File: src/rtl/matrix_scroll_disp.sv
// Scrolling column-scan LED matrix driver: COLS-wide window onto a BUF_COLS frame buffer.
// Ports: CLK/RST/CE scan control, wr_* buffer write, scroll/offset control, rows/col_select/frame_tick/offset out.
module matrix_scroll_disp #(
  parameter int ROWS        = 8,
  parameter int COLS        = 8,
  parameter int BUF_COLS    = 32,
  parameter int SCROLL_DIV  = 64,
  parameter int COL_ACT_LOW = 0
) (
  input  logic                        CLK,
  input  logic                        RST,
  input  logic                        CE,
  input  logic                        wr_en,
  input  logic [$clog2(BUF_COLS)-1:0] wr_addr,
  input  logic [ROWS-1:0]             wr_data,
  input  logic                        scroll_en,
  input  logic                        dir,
  input  logic                        offset_load,
  input  logic [$clog2(BUF_COLS)-1:0] offset_in,
  output logic [ROWS-1:0]             rows,
  output logic [COLS-1:0]             col_select,
  output logic                        frame_tick,
  output logic [$clog2(BUF_COLS)-1:0] offset
);

  localparam int AW = $clog2(BUF_COLS);
  localparam int CW = (COLS > 1) ? $clog2(COLS) : 1;
  localparam int FW = (SCROLL_DIV > 1) ? $clog2(SCROLL_DIV) : 1;

  localparam logic [AW:0]     NBUF   = (AW+1)'(BUF_COLS);
  localparam logic [AW-1:0]   LAST_A = AW'(BUF_COLS - 1);
  localparam logic [CW-1:0]   LAST_C = CW'(COLS - 1);
  localparam logic [FW-1:0]   LAST_F = FW'(SCROLL_DIV - 1);
  localparam logic [COLS-1:0] IDLE   = (COL_ACT_LOW != 0) ? '1 : '0;

  logic [ROWS-1:0] mem_q [BUF_COLS];
  logic [CW-1:0]   col_q;
  logic [AW-1:0]   off_q;
  logic [AW-1:0]   pend_q;
  logic            pend_v_q;
  logic [FW-1:0]   fcnt_q;
  logic [ROWS-1:0] rows_q;
  logic [COLS-1:0] csel_q;
  logic            tick_q;

  logic [AW:0]     sum;
  logic [AW-1:0]   rd_idx;
  logic [AW-1:0]   ld_val;
  logic [AW-1:0]   step_off;
  logic [COLS-1:0] onehot;
  logic            frame_end;
  logic            wr_ok;

  // Window address wraps with one subtract since COLS <= BUF_COLS.
  always_comb begin
    sum    = {1'b0, off_q} + (AW+1)'(col_q);
    rd_idx = (sum >= NBUF) ? AW'(sum - NBUF) : AW'(sum);
    if ({1'b0, offset_in} >= NBUF) ld_val = AW'({1'b0, offset_in} - NBUF);
    else                           ld_val = offset_in;
    if (dir) step_off = (off_q == '0) ? LAST_A : off_q - 1'b1;
    else     step_off = (off_q == LAST_A) ? '0 : off_q + 1'b1;
    onehot    = COLS'(1) << col_q;
    frame_end = CE && (col_q == LAST_C);
    wr_ok     = ({1'b0, wr_addr} < NBUF);
  end

  always_ff @(posedge CLK) begin
    if (RST) begin
      for (int i = 0; i < BUF_COLS; i++) mem_q[i] <= '0;
      col_q    <= '0;
      off_q    <= '0;
      pend_q   <= '0;
      pend_v_q <= 1'b0;
      fcnt_q   <= '0;
      rows_q   <= '0;
      csel_q   <= IDLE;
      tick_q   <= 1'b0;
    end else begin
      if (wr_en && wr_ok) mem_q[wr_addr] <= wr_data;
      tick_q <= frame_end;
      if (CE) begin
        rows_q <= mem_q[rd_idx];
        csel_q <= onehot ^ IDLE;
        col_q  <= (col_q == LAST_C) ? '0 : col_q + 1'b1;
      end
      if (offset_load) begin
        pend_q   <= ld_val;
        pend_v_q <= 1'b1;
      end
      // Offset only changes here so a frame never tears.
      if (frame_end) begin
        if (offset_load) begin
          off_q    <= ld_val;
          pend_v_q <= 1'b0;
          fcnt_q   <= '0;
        end else if (pend_v_q) begin
          off_q    <= pend_q;
          pend_v_q <= 1'b0;
          fcnt_q   <= '0;
        end else if (!scroll_en) begin
          fcnt_q <= '0;
        end else if (fcnt_q == LAST_F) begin
          fcnt_q <= '0;
          off_q  <= step_off;
        end else begin
          fcnt_q <= fcnt_q + 1'b1;
        end
      end
    end
  end

  assign rows       = rows_q;
  assign col_select = csel_q;
  assign frame_tick = tick_q;
  assign offset     = off_q;

endmodule

File: config.mk
export PLATFORM = sky130hd
export DESIGN_NAME = matrix_scroll_disp
export DESIGN_NICKNAME = d
export VERILOG_FILES = /design/src/rtl/matrix_scroll_disp.sv
export SDC_FILE = /design/constraint.sdc
export NUM_CORES = 1
export LEC_CHECK = 0
export ABC_AREA = 0
export ABC_CLOCK_PERIOD_IN_PS = 3500
export CAP_MARGIN = 20
export CELL_PAD_IN_SITES_DETAIL_PLACEMENT = 0
export CELL_PAD_IN_SITES_GLOBAL_PLACEMENT = 1
export CORE_UTILIZATION = 50
export DETAILED_ROUTE_END_ITERATION = 7
export PLACE_DENSITY = 0.86
export SKIP_LAST_GASP = 1
export SYNTH_ARGS = -nofsm -noshare
export SYNTH_HDL_FRONTEND = slang
export SYNTH_SLANG_ARGS = --single-unit
export TNS_END_PERCENT = 10
File: constraint.sdc
create_clock -name CLK -period 3.5 [get_ports CLK]
set_input_delay 0.525 -clock CLK [delete_from_list [all_inputs] [get_ports CLK]]
set_output_delay 0.525 -clock CLK [all_outputs]
set_load 0.02 [all_outputs]
==> metrics <==
status=finished clean; part of the power in registers=49.6%; clock power share=42.5%; layout net count=1128; Max Root-Sink Buffers=3; share of the core filled with cells=59.1%; ys async rst share=0%; hold path start=col_select[6]; Power Density=509 mW/mm^2; drt wl/cell=22.2 um; Hold WS=0.462 ns; Area contributors post-synth=edfxtp_1 (55%), and2_1 (11%), mux4_2 (9.5%), dfxtp_1 (5.3%), nor2_1 (1.6%); Die Wd=169 um; drt initial violations=867; RePlAce Congestion=0.843; Gate Count Post-Synth=1022; CTS Buf Count=34; Net Sw Frac=22.0%; clock slew at reported path FFs=0.06 ns; Post-Syn Area per Cell=13.6 sq um; Initial DRT Pass Iterations=5; dpl cells=1425; sequential-to-total area share from yosys stat=60.5%; Distinct cells, synth=54; logic gate share of total power=7.8%; number of fillers in the final layout=2113; first-pass GRT wire length=50600 um; H-tree levels=2; vias in the first global route=8282; DRC=0; hold buffers post-CTS=0; Pins Over Slew Limit=0; top cell type's share of synthesized area=55.2%; Post-Route Setup TNS=0 ns; Worst EP required=3.86 ns; via count=8514; reg2reg path depth=8; Layout Skew=0.0157 ns; switching power=0.00180 W; Final period util=87.1%; yosys warns=0; Commonest cells post-synth=and2_1 (256), edfxtp_1 (256), mux4_2 (59), nor2_1 (59), clkbuf_1 (47); startpoint types=flop; Worst EP arrival=3.41 ns; clk root buf=clkbuf_16; drt total wl=32900 um; final hold vios=0; vias per inst=5.74; worst hold path type=flop to flop; R2R Setup Slk=0.45 ns; Max transition margin=53.5%; Lkg Pwr=5.68 nW; port buffer count=46; placeable core area=0.0272 sq mm; share of post-route cells with drive strength above 1=18.7%; critical path capture point type=flop; gr ovfl total=0; Rows=60; initial antenna violation count=0; Syn-to-layout area delta=15.3%; # clock sinks=293; die height=169 um; Worst VDD drop=0.257 mV; antenna cells=0; Crit Path Max Fanout=43; worst hold stages=2; number of synthesized flops with an enable pin=256; RSZ-0062 raised after global routing=no; Syn Nets=1061; area leader, netlist=edfxtp_1; fmax=0.328 GHz; Slew @ Worst Pin=0.693 ns; Skew-Pair Late Insertion Delay=0.51 ns; PostCTS Resize Cnt=0; pin count of the biggest net entering global routing=60; GRT Total Usage=23.9%; fin cells=1484; I/O Pins=47; setup violators final=0; setup bufs post-CTS=0; Crit Path Class=flop to flop; Routed Antenna Nets=0; reg2reg end=rows[3]; flop and latch count out of synthesis=293; Initial Util=51.3%; top_reg_cell synth=edfxtp_1; Synth Cell Area=0.0139 sq mm; TritonCTS clock tree=yes; Hold Path End=col_select[6]; HPWL after DPL=21600 um; Final min period=3.05 ns; DIE AREA=0.0285 sq mm; Power Internal=0.00638 W; reg-to-reg startpoint=offset[0]; # Max-Cap Violations=0
## routing by layer
layer  track usage [%]  routed length [um]  vias to the layer above
li1                  -                   -                     3886
met1              34.4               14500                     4252
met2              38.3               15600                      330
met3              3.53                2150                       46
met4              6.17                 599                        0
met5                 0                   0                        -
## worst max-delay path, cell delays in order, from the launching register on
cell and delay, ns:
dfxtp_1 0.54, ha_4 0.20, inv_1 0.05, fa_2 0.70
buf_12 0.30, mux4_2 0.36, and3_1 0.20, o21ai_0 0.38
a41oi_1 0.17
## layout make-up
class	count	area, sq um	share of cell area [%]
clock inverters	20	191	1.19
well taps	372	465	2.90
flip-flops and latches	293	8430	52.5
multi-input cells	652	5190	32.3
repair buffers	95	848	5.28
inverters	13	48.8	0.304
clock buffers	39	891	5.54
## cells by family (layout without fill, tap and decap cells)
kind of cell               count (synthesis)  in the layout  synth area share, %
adders and majority gates                 14             14                 1.31
and+or+nand+nor                          441            441                 18.2
buffers and inverters                     77            167                 2.37
AOI/OAI and AO/OA                        108            108                 5.23
xor gates and xnor gates                   6              6                0.431
muxes                                     83             83                 12.0
DFF                                      293            293                 60.5
## worst max path at each step
| stage | cells after the start | slack [ns] | to | from |
|---|---|---|---|---|
| floorplan | 9 | 0.72 | rows[0] | offset[0] |
| global placement | 8 | 0.51 | rows[3] | offset[0] |
| detailed placement | 8 | 0.48 | rows[3] | offset[0] |
| CTS | 8 | 0.47 | rows[3] | offset[0] |
| global route | 8 | 0.43 | rows[4] | offset[0] |
| finish | 8 | 0.45 | rows[3] | offset[0] |
## registers in the layout (all words and copies together), names as in the netlist
register / count
col_q: 3
col_select: 8
fcnt_q: 6
frame_tick: 1
mem_q: 256
offset: 5
pend_q: 5
pend_v_q: 1
rows: 8
## power by group through the flow
stage	Combinational, W	Sequential (W)	Clock (W)
after floorplan	0.000412	0.00409	0
after global placement	0.000632	0.00412	0
after detailed placement	0.000643	0.00412	0
after CTS	0.000646	0.00405	0.00351
after global routing	0.000683	0.00407	0.00366
final	0.000641	0.00405	0.00348
## stage by stage
stage	total power (W)	setup slack (ns)	cell area, sq um
finish	0.00817	0.453	16100
global route	0.00841	0.427	16100
CTS	0.00821	0.468	16100
detailed placement	0.00477	0.479	15000
global placement	0.00475	0.507	15000
floorplan	0.00450	0.717	13900
## layout by cell type, fill, tap and decap left out, types with 5 or more instances in the layout
master / n
and2_1: 256
edfxtp_1: 256
nor2_1: 59
mux4_2: 59
buf_4: 47
clkdlybuf4s50_1: 45
dfxtp_1: 37
clkbuf_16: 35
or2_2: 32
nand3_1: 27
nand2_1: 22
o21ai_0: 20
a21oi_1: 19
mux2_2: 16
inv_1: 12
ha_1: 12
and3_1: 11
clkinv_1: 11
a21o_1: 10
a31oi_1: 10
o21bai_1: 9
a21boi_0: 8
a41oi_1: 8
nand2b_1: 6
nor3_1: 6
a211oi_1: 6
xnor2_1: 5
mux4_1: 5
nand3b_1: 5
clkinv_2: 5
Power figures use the tool's default switching activity.
